<file path="config.mk">
export PLATFORM = sky130hd
export DESIGN_NAME = sya_psum_pack_flat
export DESIGN_NICKNAME = d
export VERILOG_FILES = /design/src/rtl/sya_psum_pack_if.sv /design/src/rtl/sya_psum_pack.sv /design/src/flat_wrapper.sv
export SDC_FILE = /design/constraint.sdc
export NUM_CORES = 1
export LEC_CHECK = 0
export ABC_AREA = 1
export CAP_MARGIN = 20
export CELL_PAD_IN_SITES_DETAIL_PLACEMENT = 0
export CELL_PAD_IN_SITES_GLOBAL_PLACEMENT = 1
export CORE_ASPECT_RATIO = 2
export CORE_MARGIN = 10
export CORE_UTILIZATION = 30
export CTS_CLUSTER_DIAMETER = 60
export DETAILED_ROUTE_END_ITERATION = 10
export PLACE_DENSITY_LB_ADDON = 0.08
export SLEW_MARGIN = 20
export SYNTH_ARGS = -nofsm -noshare
export SYNTH_HDL_FRONTEND = slang
export SYNTH_SLANG_ARGS = --single-unit
</file>
<file path="constraint.sdc">
create_clock -name clk -period 4.51 [get_ports clk]
set_input_delay 0.902 -clock clk [delete_from_list [all_inputs] [get_ports clk]]
set_output_delay 0.902 -clock clk [all_outputs]
set_load 0.02 [all_outputs]
</file>
<file path="src/rtl/sya_psum_pack_if.sv">
// Psum drain and global-buffer write bus between the SYA PE rows and the buffer.
// master = the drain controller, slave = rows/buffer side.
interface sya_psum_pack_if #(
    parameter int ACT_WIDTH  = 8,
    parameter int NUM_ROW    = 16,
    parameter int PACK_NUM   = 8,
    parameter int ADDR_WIDTH = 16
);
    logic [NUM_ROW-1:0]            InPsumVld;
    logic [ACT_WIDTH*NUM_ROW-1:0]  InPsum;
    logic [NUM_ROW-1:0]            OutPsumRdy;
    logic                          OutWrVld;
    logic [ADDR_WIDTH-1:0]         OutWrAddr;
    logic [ACT_WIDTH*PACK_NUM-1:0] OutWrDat;
    logic                          InWrRdy;

    modport master (
        input  InPsumVld, InPsum, InWrRdy,
        output OutPsumRdy, OutWrVld, OutWrAddr, OutWrDat
    );
    modport slave (
        output InPsumVld, InPsum, InWrRdy,
        input  OutPsumRdy, OutWrVld, OutWrAddr, OutWrDat
    );
endinterface

</file>
<file path="src/rtl/sya_psum_pack.sv">
// Systolic-array psum drain: round-robin row arbitration, PACK_NUM-lane word packing, sequential buffer writes.
// Optional SYA_PSUM_PARTIAL_FLUSH_EN adds CCUSYA_Flush to push out a partially packed word.
module sya_psum_pack_lane #(
    parameter int W = 8
) (
    input  logic         clk,
    input  logic         rst_n,
    input  logic         clr,
    input  logic         we,
    input  logic [W-1:0] d,
    output logic [W-1:0] q
);
    always_ff @(posedge clk or negedge rst_n) begin
        if (!rst_n)   q <= '0;
        else if (clr) q <= '0;
        else if (we)  q <= d;
    end
endmodule

module sya_psum_pack #(
    parameter int ACT_WIDTH  = 8,
    parameter int NUM_ROW    = 16,
    parameter int PACK_NUM   = 8,
    parameter int ADDR_WIDTH = 16
) (
    input  logic                  clk,
    input  logic                  rst_n,
    input  logic                  CCUSYA_Rst,
    input  logic                  CCUSYA_Start,
    input  logic [ADDR_WIDTH-1:0] CCUSYA_CfgBaseAddr,
    input  logic [ADDR_WIDTH-1:0] CCUSYA_CfgNumWord,
`ifdef SYA_PSUM_PARTIAL_FLUSH_EN
    input  logic                  CCUSYA_Flush,
`endif
    sya_psum_pack_if.master       bus,
    output logic                  OutDone
);
    localparam int PTR_W  = (NUM_ROW  > 1) ? $clog2(NUM_ROW)  : 1;
    localparam int PCNT_W = (PACK_NUM > 1) ? $clog2(PACK_NUM) : 1;

    localparam logic [1:0] IDLE  = 2'd0;
    localparam logic [1:0] PACK  = 2'd1;
    localparam logic [1:0] WRITE = 2'd2;
    localparam logic [1:0] DONE  = 2'd3;

    typedef struct packed {
        logic [ADDR_WIDTH-1:0] addr;
        logic [ADDR_WIDTH-1:0] cnt;
        logic [ADDR_WIDTH-1:0] num;
    } wrSeq_t;

    logic [1:0]                         state;
    logic [PTR_W-1:0]                   ptr;
    logic [PCNT_W-1:0]                  packCnt;
    wrSeq_t                             wrSeq;
    logic [NUM_ROW-1:0][ACT_WIDTH-1:0]  psumArr;
    logic [PACK_NUM-1:0][ACT_WIDTH-1:0] laneQ;
    logic [PACK_NUM-1:0]                laneWe;

    logic [NUM_ROW-1:0] grant;
    logic [PTR_W-1:0]   gntIdx;
    logic               gntAny;
    logic [PTR_W:0]     rSum;
    logic [PTR_W-1:0]   rIdx;

    assign psumArr = bus.InPsum;

    // Rotating priority search beginning at the row after the last winner.
    always_comb begin
        grant  = '0;
        gntIdx = '0;
        gntAny = 1'b0;
        rSum   = '0;
        rIdx   = '0;
        for (int i = 0; i < NUM_ROW; i++) begin
            rSum = {1'b0, ptr} + (PTR_W+1)'(i);
            if (rSum >= (PTR_W+1)'(NUM_ROW)) rSum = rSum - (PTR_W+1)'(NUM_ROW);
            rIdx = rSum[PTR_W-1:0];
            if (!gntAny && bus.InPsumVld[rIdx]) begin
                gntAny = 1'b1;
                gntIdx = rIdx;
            end
        end
        if (state != PACK) gntAny = 1'b0;
        if (gntAny) grant[gntIdx] = 1'b1;
    end

    logic             xfer, lastLane, flushHit, wordDone, wrAcc, lastWord, startHit, laneClr;
    logic [PTR_W-1:0] ptrNxt;

    assign xfer     = gntAny;
    assign lastLane = (packCnt == PCNT_W'(PACK_NUM-1));
`ifdef SYA_PSUM_PARTIAL_FLUSH_EN
    assign flushHit = (state == PACK) && (packCnt != '0) && CCUSYA_Flush && !(xfer && lastLane);
`else
    assign flushHit = 1'b0;
`endif
    assign wordDone = (xfer && lastLane) || flushHit;
    assign wrAcc    = (state == WRITE) && bus.InWrRdy;
    assign lastWord = (wrSeq.cnt == wrSeq.num - 1'b1);
    assign startHit = CCUSYA_Start && ((state == IDLE) || (state == DONE));
    assign ptrNxt   = (gntIdx == PTR_W'(NUM_ROW-1)) ? '0 : gntIdx + 1'b1;
    // Lanes are zeroed whenever a fresh word begins, so unfilled lanes read as zero.
    assign laneClr  = CCUSYA_Rst || startHit || (wrAcc && !lastWord);

    genvar gi;
    generate
        for (gi = 0; gi < PACK_NUM; gi++) begin : gLane
            assign laneWe[gi] = !CCUSYA_Rst && xfer && (packCnt == PCNT_W'(gi));
            sya_psum_pack_lane #(.W(ACT_WIDTH)) uLane (
                .clk   (clk),
                .rst_n (rst_n),
                .clr   (laneClr),
                .we    (laneWe[gi]),
                .d     (psumArr[gntIdx]),
                .q     (laneQ[gi])
            );
        end
    endgenerate

    always_ff @(posedge clk or negedge rst_n) begin
        if (!rst_n) begin
            state   <= IDLE;
            ptr     <= '0;
            packCnt <= '0;
            wrSeq   <= '0;
        end else if (CCUSYA_Rst) begin
            state     <= IDLE;
            ptr       <= '0;
            packCnt   <= '0;
            wrSeq.cnt <= '0;
        end else begin
            case (state)
                IDLE, DONE: begin
                    if (CCUSYA_Start) begin
                        wrSeq.addr <= CCUSYA_CfgBaseAddr;
                        wrSeq.num  <= CCUSYA_CfgNumWord;
                        wrSeq.cnt  <= '0;
                        packCnt    <= '0;
                        state      <= (CCUSYA_CfgNumWord == '0) ? DONE : PACK;
                    end
                end
                PACK: begin
                    if (xfer) begin
                        ptr     <= ptrNxt;
                        packCnt <= packCnt + 1'b1;
                    end
                    if (wordDone) begin
                        packCnt <= '0;
                        state   <= WRITE;
                    end
                end
                WRITE: begin
                    if (bus.InWrRdy) begin
                        wrSeq.addr <= wrSeq.addr + 1'b1;
                        wrSeq.cnt  <= wrSeq.cnt + 1'b1;
                        state      <= lastWord ? DONE : PACK;
                    end
                end
                default: state <= IDLE;
            endcase
        end
    end

    assign bus.OutPsumRdy = grant;
    assign bus.OutWrVld   = (state == WRITE);
    assign bus.OutWrAddr  = wrSeq.addr;
    assign bus.OutWrDat   = laneQ;
    assign OutDone        = (state == DONE);
endmodule

</file>
<file path="src/flat_wrapper.sv">
// flat-port wrapper written by rule: the top's interface ports become plain ports
module sya_psum_pack_flat 
#(
    parameter int ACT_WIDTH  = 8,
    parameter int NUM_ROW    = 16,
    parameter int PACK_NUM   = 8,
    parameter int ADDR_WIDTH = 16
)
  (clk, rst_n, CCUSYA_Rst, CCUSYA_Start, CCUSYA_CfgBaseAddr, CCUSYA_CfgNumWord, OutDone, bus_InPsumVld, bus_InPsum, bus_InWrRdy, bus_OutPsumRdy, bus_OutWrVld, bus_OutWrAddr, bus_OutWrDat);
  sya_psum_pack_if #(.ACT_WIDTH(ACT_WIDTH), .NUM_ROW(NUM_ROW), .PACK_NUM(PACK_NUM), .ADDR_WIDTH(ADDR_WIDTH)) bus_i ();
  input  logic clk;
  input  logic rst_n;
  input  logic CCUSYA_Rst;
  input  logic CCUSYA_Start;
  input  logic [ADDR_WIDTH-1:0] CCUSYA_CfgBaseAddr;
  input  logic [ADDR_WIDTH-1:0] CCUSYA_CfgNumWord;
  output logic OutDone;
  input wire logic [$bits(bus_i.InPsumVld)-1:0] bus_InPsumVld;
  input wire logic [$bits(bus_i.InPsum)-1:0] bus_InPsum;
  input wire logic [$bits(bus_i.InWrRdy)-1:0] bus_InWrRdy;
  output wire logic [$bits(bus_i.OutPsumRdy)-1:0] bus_OutPsumRdy;
  output wire logic [$bits(bus_i.OutWrVld)-1:0] bus_OutWrVld;
  output wire logic [$bits(bus_i.OutWrAddr)-1:0] bus_OutWrAddr;
  output wire logic [$bits(bus_i.OutWrDat)-1:0] bus_OutWrDat;
  assign bus_i.InPsumVld = bus_InPsumVld;
  assign bus_i.InPsum = bus_InPsum;
  assign bus_i.InWrRdy = bus_InWrRdy;
  assign bus_OutPsumRdy = bus_i.OutPsumRdy;
  assign bus_OutWrVld = bus_i.OutWrVld;
  assign bus_OutWrAddr = bus_i.OutWrAddr;
  assign bus_OutWrDat = bus_i.OutWrDat;
  sya_psum_pack #(.ACT_WIDTH(ACT_WIDTH), .NUM_ROW(NUM_ROW), .PACK_NUM(PACK_NUM), .ADDR_WIDTH(ADDR_WIDTH)) u_core (.clk(clk), .rst_n(rst_n), .CCUSYA_Rst(CCUSYA_Rst), .CCUSYA_Start(CCUSYA_Start), .CCUSYA_CfgBaseAddr(CCUSYA_CfgBaseAddr), .CCUSYA_CfgNumWord(CCUSYA_CfgNumWord), .bus(bus_i), .OutDone(OutDone));
endmodule
</file>
==> results by group <==
Setup path
  • Critical path data required time: 3.61 ns
  • WS Path Type: reg2out
  • Top delay family on crit path: simple AND/OR/NAND/NOR gates
  • CP Max Fanout: 8
  • CP endpoint kind: output port
  • Worst path most repeated cell: nor2_4
  • Critical path, cell by cell: inv_2 > ha_4 > clkinvlp_4 > buf_6 > nand3_4 > nand3_4 > nand2_2 > nand2_2 > nand2_2 > nor2_4 > nand4_4 > nor2_4 > nand4_4 > nor2_4 > nand4_4 > nor2_4 > buf_6 > nand3b_1 > nand2_2 > clkinvlp_4 > buf_12 > nand2_8 > nor2_4 > buf_6
  • Cell count along the critical path: 24
  • Crit-path slowest cell: dfrtp_1
  • CP max stage delay: 0.40 ns
  • Worst EP arrival: 3.88 ns
  • Startpoint types: register
  • Reg2Reg Depth: 28
  • R2R Setup Slk: 0.32 ns
  • Worst Path Buf+Inv: 7

Yosys
  • Yosys warnings: 0
  • Asr flop ratio synth: 1.00
  • Synthesized cell area: 9700 um^2
  • EDFF count, synth: 0
  • Synth Register Bits: 121
  • Top cell type's share of synthesized area: 0.312
  • Cell taking the most area after synthesis: dfrtp_1
  • Area contributors post-synth: dfrtp_1, nand2_1, nand3_1, inv_1, nor2_1
  • Post-synth top cells: nand2_1, nand3_1, inv_1
  • Synth cell types: 43
  • Syn avg cell area: 6.43 um^2
  • Mapped Nets: 1,712
  • Sequential area share after synthesis: 0.312
  • Main synth FF type: dfrtp_1
  • Mapped Cells: 1,508
  • Most frequent cell after synthesis: nand2_1

Clock tree
  • Worst-path clk slew: 0.06 ns
  • Cts bufs inserted: 17
  • CTS tree: yes
  • Clock Tree Root: clkbuf_16
  • Htree depth: 4
  • Largest buffer count on any clock path: 2
  • Skew-Pair Late Insertion Delay: 0.42 ns
  • Clock sink count: 121

GRT
  • First-pass GRT wire length: 65,600 um
  • Vias in the first global route: 11.5k
  • Initial antenna violation count: 0
  • Gr ovfl total: 0
  • Largest net degree at the start of global routing: 105
  • Global-route total usage across every layer: 0.208

STA
  • Final Slew Violations: 0
  • Endpoints failing hold: 0
  • Period minus WS final: 4.79 ns
  • RSZ-0062 raised after global routing: yes
  • Worst slew pin tran: 0.819 ns
  • Worst slew margin: 0.454
  • Final Cycle Share: 1.06
  • Final setup violation count: 16
  • Setup_tns: -3.95 ns
  • Clock Skew: 0.00600 ns
  • PnR worst setup slack: -0.276 ns
  • Achievable Freq: 209 MHz

Placement
  • Placer Congestion: 0.877
  • Number of port buffers: 278
  • DP HPWL: 34,400 um
  • Setup WS pre-CTS: -0.930 ns

Layout
  • Nets: 2,108
  • Final core occ: 0.479
  • Layout cell share with drive strength beyond 1: 0.190
  • Antenna cell count: 0
  • Synth-to-Final Area Change: 58.4%

Outcome
  • Violated checks: setup timing
  • Outcome: finished, violations left

Drt
  • DR pass1 iterations: 5
  • DR vias/cell: 4.78
  • WL final: 43,000 um
  • Routed via count: 11.2k
  • Avg WL per Cell: 18.3 um
  • Drc violations: 0
  • Number of DRC markers in iteration 0: 673
  • Detail Route Antenna Nets: 0

Hold path
  • HP Class: reg2reg
  • Hold Path Depth: 2

Floorplanning
  • Core ar.: 32,100 um^2
  • Die area: 40,400 um^2
  • Top-Level Pins: 279
  • Die width: 147 um
  • Die Height: 274 um
  • Starting Density: 0.302
  • Row count: 93

Run
  • Total of max-cap violations: 0

Power
  • Pleak: 7.44 nW
  • Maximum VDD drop: 0.000511 V
  • Power per cell area: 714 nW/um^2
path summary, 6_finish.rpt:
check | startpoint | end
max | u_core.ptr[1] | bus_OutPsumRdy[12]
min | u_core.gLane[7].uLane.q[2] | u_core.gLane[7].uLane.q[2]
max reg2reg | u_core.ptr[1] | u_core.gLane[4].uLane.q[2]
min reg2reg | u_core.gLane[7].uLane.q[2] | u_core.gLane[7].uLane.q[2]
max in group asynchronous | rst_n | u_core.gLane[5].uLane.q[4]
min in group asynchronous | rst_n | u_core.wrSeq[5]
power by group:
group	leakage (nW)	switching (W)	internal, W	total [W]
clock	0.289	0.000530	0.000869	0.00140
combinational	5.56	0.00467	0.00320	0.00787
sequential	1.59	0.000283	0.00143	0.00171
final cells by class:
class / count / area, um^2
Fill cell: 3412 / 16700
Sequential cell: 121 / 3030
Clock inverter: 15 / 176
Inverter: 217 / 843
Timing Repair Buffer: 435 / 4160
Clock buffer: 17 / 425
Multi-Input combinational cell: 1112 / 6200
Tap cell: 427 / 534
layer usage:
metal | part of all wire | wire (um) | global-route usage | vias to the layer above
li1 | - | - | - | 5613
met1 | 0.37 | 15900 | 0.216 | 5216
met2 | 0.56 | 24000 | 0.406 | 316
met3 | 0.046 | 1960 | 0.0363 | 59
met4 | 0.025 | 1070 | 0.0684 | 0
met5 | 0 | 0 | 0 | -
tightest hold or removal path: stages (launching register included):
cell	delay, ns
dfrtp_1	0.34
nand2_1	0.05
nand2_1	0.06
what timing repair did:
action	4_1_cts	5_1_grt
pin swaps	57	34
hold buffers	0	0
setup endpoints to repair	80	80
setup buffers	22	6
gates resized for setup	230	45
gates cloned	0	1
state kept, by name (all words and copies together), names as in the netlist:
name	flops
u_core.bus.OutWrAddr	16
u_core.gLane.uLane.q	64
u_core.packCnt	3
u_core.ptr	4
u_core.state	2
u_core.wrSeq	32
stage by stage:
step                cells  total power [W]  hold WS, ns  instance area, um^2
finish               2344           0.0110        0.481                15400
global placement     2284          0.00871        0.462                13800
CTS                  2337           0.0108        0.480                15100
floorplan            1508          0.00583        0.453                 9770
detailed placement   2284          0.00872        0.464                13800
global route         2344           0.0119        0.498                15400
layout by cell type (no fill, tap or decap), types with 18 or more instances in the layout:
cell / netlist / routed
dfrtp_1: 121 / 120
nand3_1: 212 / 176
nand4_1: 20 / 20
clkbuf_16: 0 / 18
o21ai_0: 62 / 60
clkdlybuf4s50_1: 0 / 245
inv_1: 198 / 188
o211ai_1: 27 / 27
nand2_2: 7 / 24
a21oi_1: 40 / 38
buf_6: 4 / 28
buf_4: 21 / 134
nor2_1: 104 / 82
nor3_1: 19 / 19
nand2_1: 485 / 460
nand3_2: 2 / 30
xor2_1: 26 / 23
nor2_4: 12 / 31
cells by family (layout without fill, tap and decap cells):
family,after synthesis,after routing,synth area share
buf+inv,275,684,0.120
xor+xnor,42,42,0.0387
simple gates,885,885,0.401
compound gates,162,162,0.0982
flops,121,121,0.312
fa+ha+maj,23,23,0.0297
No activity file was read; power rests on OpenSTA's default activity.
